$ cat config.mk
export PLATFORM = sky130hd
export DESIGN_NAME = logic_accum_flat
export DESIGN_NICKNAME = d
export VERILOG_FILES = /design/src/rtl/logic_accum_if.sv /design/src/rtl/logic_accum.sv /design/src/flat_wrapper.sv
export SDC_FILE = /design/constraint.sdc
export NUM_CORES = 1
export LEC_CHECK = 0
export CELL_PAD_IN_SITES_DETAIL_PLACEMENT = 1
export CELL_PAD_IN_SITES_GLOBAL_PLACEMENT = 1
export CORE_MARGIN = 5
export CORE_UTILIZATION = 37
export DETAILED_ROUTE_END_ITERATION = 12
export HOLD_SLACK_MARGIN = 0.08
export PLACE_DENSITY_LB_ADDON = 0.12
export REMOVE_ABC_BUFFERS = 1
export SLEW_MARGIN = 20
export SYNTH_ARGS = -nofsm -noshare
export SYNTH_HDL_FRONTEND = slang
export SYNTH_SLANG_ARGS = --single-unit
$ cat constraint.sdc
create_clock -name clk -period 2.41 [get_ports clk]
set_clock_uncertainty 0.15 [all_clocks]
set_input_delay 0.6025 -clock clk [delete_from_list [all_inputs] [get_ports clk]]
set_output_delay 0.6025 -clock clk [all_outputs]
set_load 0.1 [all_outputs]
$ cat src/rtl/logic_accum_if.sv
// ---------------------------------------------------------------------------
// logic_accum_if
// Bundles the flow-controlled operand and result channels of logic_accum.
//
// Signals (direction as seen by the logic unit, i.e. the slave):
//   in_valid   in   input beat present
//   in_ready   out  unit can accept a beat this cycle
//   op         in   00=AND, 01=OR, 10=XOR, 11=ANDN (A & ~in2)
//   acc_mode   in   1 = operand A comes from the internal accumulator
//   first      in   in acc_mode, this beat starts a new accumulation
//   in1        in   operand A (used unless accumulating with first=0)
//   in2        in   operand B
//   out_valid  out  out holds an unconsumed result
//   out_ready  in   consumer takes out this cycle
//   out        out  registered result
//   zero       out  registered flag, 1 when out == 0
//   beats      out  number of beats folded into out, saturating
// ---------------------------------------------------------------------------
interface logic_accum_if #(
  parameter int N     = 16,
  parameter int CNT_W = 4
);
  logic             in_valid;
  logic             in_ready;
  logic [1:0]       op;
  logic             acc_mode;
  logic             first;
  logic [N-1:0]     in1;
  logic [N-1:0]     in2;
  logic             out_valid;
  logic             out_ready;
  logic [N-1:0]     out;
  logic             zero;
  logic [CNT_W-1:0] beats;

  // Producer/consumer side (drives operands, takes results).
  modport master (
    output in_valid, op, acc_mode, first, in1, in2, out_ready,
    input  in_ready, out_valid, out, zero, beats
  );

  // Logic unit side.
  modport slave (
    input  in_valid, op, acc_mode, first, in1, in2, out_ready,
    output in_ready, out_valid, out, zero, beats
  );
endinterface

$ cat src/rtl/logic_accum.sv
// ---------------------------------------------------------------------------
// logic_accum
// Pipelined N-bit bitwise logic unit (AND / OR / XOR / ANDN) with a single
// registered output stage and valid/ready flow control on both sides.
// In accumulate mode operand A is taken from an internal register holding
// the previous result, so a stream of beats can be folded into one value
// (e.g. OR-reduce of a mask stream). A saturating counter reports how many
// beats contributed to the current result.
//
// Ports:
//   clk  - clock, all state updates on the rising edge
//   rst  - asynchronous, active-high reset
//   bus  - logic_accum_if.slave: operand channel (in_*), op/mode controls
//          and result channel (out_*, zero, beats)
//
// Parameters:
//   N     - operand/result width in bits (>= 1)
//   CNT_W - width of the beat counter (>= 1)
// ---------------------------------------------------------------------------
module logic_accum #(
  parameter int N     = 16,
  parameter int CNT_W = 4
) (
  input  logic          clk,
  input  logic          rst,
  logic_accum_if.slave  bus
);

  localparam logic [1:0] OP_AND  = 2'b00;
  localparam logic [1:0] OP_OR   = 2'b01;
  localparam logic [1:0] OP_XOR  = 2'b10;

  localparam logic [CNT_W-1:0] BEATS_ONE = CNT_W'(1);
  localparam logic [CNT_W-1:0] BEATS_MAX = '1;

  // Output register occupancy: the only control state in the unit.
  typedef enum logic {
    ST_EMPTY = 1'b0,
    ST_FULL  = 1'b1
  } state_t;

  state_t           state_q, state_d;
  logic [N-1:0]     out_q,   out_d;
  logic [N-1:0]     acc_q,   acc_d;
  logic             zero_q,  zero_d;
  logic [CNT_W-1:0] beats_q, beats_d;

  logic             accept;
  logic             use_in1;
  logic [N-1:0]     operand_a;
  logic [N-1:0]     result;

  // -------------------------------------------------------------------------
  // Handshake. in_ready only looks at the output stage so there is no
  // combinational path from in_valid to in_ready; a consumer taking the
  // current result frees the stage in the same cycle (no bubble).
  // -------------------------------------------------------------------------
  assign bus.out_valid = (state_q == ST_FULL);
  assign bus.in_ready  = (state_q == ST_EMPTY) | bus.out_ready;
  assign accept        = bus.in_valid & bus.in_ready;

  // -------------------------------------------------------------------------
  // Operand select: a fresh operand is used outside accumulate mode and on
  // the first beat of an accumulation; otherwise the running value.
  // -------------------------------------------------------------------------
  assign use_in1   = ~bus.acc_mode | bus.first;
  assign operand_a = use_in1 ? bus.in1 : acc_q;

  // -------------------------------------------------------------------------
  // Bitwise datapath, one independent slice per bit.
  // -------------------------------------------------------------------------
  generate
    for (genvar gi = 0; gi < N; gi++) begin : g_bit
      assign result[gi] = (bus.op == OP_AND) ? (operand_a[gi] &  bus.in2[gi]) :
                          (bus.op == OP_OR)  ? (operand_a[gi] |  bus.in2[gi]) :
                          (bus.op == OP_XOR) ? (operand_a[gi] ^  bus.in2[gi]) :
                                               (operand_a[gi] & ~bus.in2[gi]);
    end
  endgenerate

  // -------------------------------------------------------------------------
  // Next-state logic. Every register holds by default; an accepted beat
  // reloads the whole output stage and the accumulator together.
  // -------------------------------------------------------------------------
  always_comb begin
    state_d = state_q;
    out_d   = out_q;
    acc_d   = acc_q;
    zero_d  = zero_q;
    beats_d = beats_q;

    if (accept) begin
      out_d  = result;
      acc_d  = result;
      zero_d = (result == '0);
      if (use_in1) begin
        beats_d = BEATS_ONE;
      end else if (beats_q != BEATS_MAX) begin
        beats_d = beats_q + BEATS_ONE;
      end
    end

    unique case (state_q)
      ST_EMPTY: begin
        if (accept) begin
          state_d = ST_FULL;
        end
      end
      ST_FULL: begin
        // A new beat replaces a consumed result in the same cycle; without
        // one the stage drains once the consumer takes the result.
        if (!accept && bus.out_ready) begin
          state_d = ST_EMPTY;
        end
      end
      default: begin
        state_d = ST_EMPTY;
      end
    endcase
  end

  always_ff @(posedge clk or posedge rst) begin
    if (rst) begin
      state_q <= ST_EMPTY;
      out_q   <= '0;
      acc_q   <= '0;
      zero_q  <= 1'b1;
      beats_q <= '0;
    end else begin
      state_q <= state_d;
      out_q   <= out_d;
      acc_q   <= acc_d;
      zero_q  <= zero_d;
      beats_q <= beats_d;
    end
  end

  assign bus.out   = out_q;
  assign bus.zero  = zero_q;
  assign bus.beats = beats_q;

endmodule

$ cat src/flat_wrapper.sv
// flat-port wrapper written by rule: the top's interface ports become plain ports
module logic_accum_flat 
#(
  parameter int N     = 16,
  parameter int CNT_W = 4
)
  (clk, rst, bus_in_valid, bus_op, bus_acc_mode, bus_first, bus_in1, bus_in2, bus_out_ready, bus_in_ready, bus_out_valid, bus_out, bus_zero, bus_beats);
  logic_accum_if #(.N(N), .CNT_W(CNT_W)) bus_i ();
  input  logic clk;
  input  logic rst;
  input wire logic [$bits(bus_i.in_valid)-1:0] bus_in_valid;
  input wire logic [$bits(bus_i.op)-1:0] bus_op;
  input wire logic [$bits(bus_i.acc_mode)-1:0] bus_acc_mode;
  input wire logic [$bits(bus_i.first)-1:0] bus_first;
  input wire logic [$bits(bus_i.in1)-1:0] bus_in1;
  input wire logic [$bits(bus_i.in2)-1:0] bus_in2;
  input wire logic [$bits(bus_i.out_ready)-1:0] bus_out_ready;
  output wire logic [$bits(bus_i.in_ready)-1:0] bus_in_ready;
  output wire logic [$bits(bus_i.out_valid)-1:0] bus_out_valid;
  output wire logic [$bits(bus_i.out)-1:0] bus_out;
  output wire logic [$bits(bus_i.zero)-1:0] bus_zero;
  output wire logic [$bits(bus_i.beats)-1:0] bus_beats;
  assign bus_i.in_valid = bus_in_valid;
  assign bus_i.op = bus_op;
  assign bus_i.acc_mode = bus_acc_mode;
  assign bus_i.first = bus_first;
  assign bus_i.in1 = bus_in1;
  assign bus_i.in2 = bus_in2;
  assign bus_i.out_ready = bus_out_ready;
  assign bus_in_ready = bus_i.in_ready;
  assign bus_out_valid = bus_i.out_valid;
  assign bus_out = bus_i.out;
  assign bus_zero = bus_i.zero;
  assign bus_beats = bus_i.beats;
  logic_accum #(.N(N), .CNT_W(CNT_W)) u_core (.clk(clk), .rst(rst), .bus(bus_i));
endmodule
==> impl_metrics.json <==
{
  "cts_made_buffers": 3,
  "antenna_found_initial": 0,
  "grt_pass1_vias": 2263,
  "drc_errors": 0,
  "die-area_mm2": 0.007995,
  "placed_area_mm2": 0.003278,
  "place_worst_setup_slack_ns": -0.7862,
  "htree_levels": 1,
  "ir_drop_uv": 305.6,
  "arrival_ns": 2.57,
  "cts_setup_buffers": 0,
  "pin_count": 63,
  "cts-root-buf": "clkbuf_8",
  "core.rowCount": 29,
  "wl_per_cell_um": 15.64,
  "synth_top_area_frac": 0.2627,
  "cp.required_ns": 2.47,
  "slew_violations": 0,
  "io_buffer_count": 62,
  "reg2regPathDepth": 8,
  "cp_max_fo": 8,
  "synth_seq_cells": 22,
  "die_w_um": 89.42,
  "powerDensity_mw_per_mm2": 522.6,
  "worstHoldPathType": "flop to flop",
  "clk_pin_slew_ns": 0.08,
  "cts_hold_buf": 0,
  "fill_cells": 717,
  "holdWs_ns": 0.3784,
  "violations": "negative setup slack",
  "fin_setup_tns_ns": -0.09527,
  "drive_above_1_share": 0.3432,
  "cp-end-kind": "flop",
  "drtAntennaViolNets": 0,
  "clk_path_buf_depth": 2,
  "hold_violations": 0,
  "min_period_ns": 2.505,
  "grt.total_usage": 0.1706,
  "wirelength_um": 6492,
  "core_area_mm2": 0.006241,
  "syn_avg_cell_area_um2": 9.643,
  "p_total_mw": 1.816,
  "cts_tree": "yes",
  "firstDrtPassIters": 4,
  "postLayoutCellArea_mm2": 0.003475,
  "cts_sinks": 22,
  "die_h_um": 89.42,
  "dp_cells": 410,
  "rsz0062_at_grt": "true",
  "ys_types": 26,
  "fin_util": 0.5567,
  "path_class": "input pin to flop",
  "yosysTopAreaCell": "ha_1",
  "place_hpwl_um": 4938,
  "n_antenna_cell": 0,
  "worstHoldStart": "u_core.bus.out[12]",
  "tightest_slew_ns": 0.3004,
  "setup-violations-final": 1,
  "max_slew_margin": 0.7998,
  "ys_seq_area_frac": 0.2365,
  "max_freq_mhz": 399.2,
  "setup_ws_ns": -0.09527,
  "grt_pass1_wl_um": 10560,
  "status": "complete, but fails checks",
  "yosys-top-cells-area": "ha_1 (26%), dfrtp_1 (23%), mux4_1 (10%)",
  "final_common_cell": "inv_1",
  "postSynthCellCount": 242,
  "leakage_nw": 1.738,
  "syn2layout_area_growth_pct": 48.90,
  "vias_per_cell": 4.812,
  "synthesis.area_mm2": 0.002333,
  "final_cells": 415,
  "crit_start": "bus_first",
  "drv_cap": 0,
  "initial_core_util": 0.3739,
  "critPathLaunchType": "input pin",
  "drtIter0Drc": 34,
  "r2r-start": "u_core.bus.out[7]",
  "min_path_cells": 2,
  "gp_congestion": 0.7256,
  "gr-total-overflow": 0,
  "final_cell_mix": "inv_1 (54), buf_4 (51), ha_1 (38)",
  "clk_latency_ns": 0.27,
  "yosysWarnings": 0,
  "period_share": 1.040,
  "via_count": 1997,
  "nNetsFinal": 428,
  "grt_max_degree": 23
}
-- timing repair --
action,4_1_cts,5_1_grt
cloned,1,0
gates resized for setup,41,16
hold endpoints to repair,0,0
endpoints found under the setup margin,17,1
pin swaps,6,3
-- power by group --
part,switching (mW),internal [mW],total (mW),leakage (nW)
logic,0.707,0.377,1.08,1.44
clock network,0.130,0.118,0.249,0.0228
registers,0.0562,0.427,0.483,0.273
-- state kept, by name, indices dropped and copies added, names as in the netlist --
name	flops
u_core.bus.out	16
u_core.bus.zero	1
u_core.bus.out_valid	1
u_core.bus.beats	4
-- final cells by class --
| cell class | instances | area (um2) | share of cell area |
|---|---|---|---|
| tap | 77 | 96.34 | 0.02773 |
| sequential | 22 | 551.8 | 0.1588 |
| clock buffer | 4 | 45.04 | 0.01296 |
| multi-input combinational | 151 | 1595 | 0.4591 |
| inverter | 59 | 221.5 | 0.06374 |
| timing repair buffer | 102 | 964.7 | 0.2776 |
-- cell usage after synthesis (all sizes together) --
| cell type | n |
|---|---|
| nor2 | 5 |
| mux2i | 1 |
| o21ai | 20 |
| ha | 49 |
| nand2b | 3 |
| and2 | 1 |
| dfstp | 1 |
| mux2 | 16 |
| nand4 | 3 |
| a31oi | 1 |
| dfrtp | 21 |
| nand2 | 22 |
| mux4 | 13 |
| a211oi | 3 |
| a21oi | 6 |
| nor3b | 1 |
| o21bai | 1 |
| a22o | 2 |
| nor4 | 1 |
| and3 | 2 |
| nand3 | 1 |
| buf | 6 |
| inv | 59 |
| clkbuf | 4 |
-- cells by family after synthesis --
family	share of synthesized area
and+or+nand+nor	0.07561
AOI/OAI and AO/OA	0.07883
adders and majority gates	0.2627
buffers and inverters	0.1249
muxes	0.2214
DFF	0.2365
-- final timing paths --
kind	to	slack (ns)
min in group asynchronous	u_core.bus.beats[1]	0.53
max in group asynchronous	u_core.bus.zero	1.29
max reg2reg	u_core.bus.zero	0.26
max	u_core.bus.zero	-0.1
min	u_core.bus.out[12]	0.38
min reg2reg	u_core.bus.out[12]	0.38
-- critical path: stages --
cell and delay, ns:
buf_6 0.09, nand2b_4 0.17, buf_12 0.16, mux2_4 0.31
buf_4 0.14, ha_2 0.16, inv_1 0.05, mux4_2 0.23
nand4_1 0.15, nor4_2 0.33, a22o_1 0.17
-- per-layer routing --
metal  track usage  vias up  share of wire
met1        0.2125      971           0.43
li1              -      977              -
met3       0.02028        8          0.044
met2        0.3048       41           0.52
met5             0        -              0
met4       0.05548        0          0.014
Power figures use the tool's default switching activity.
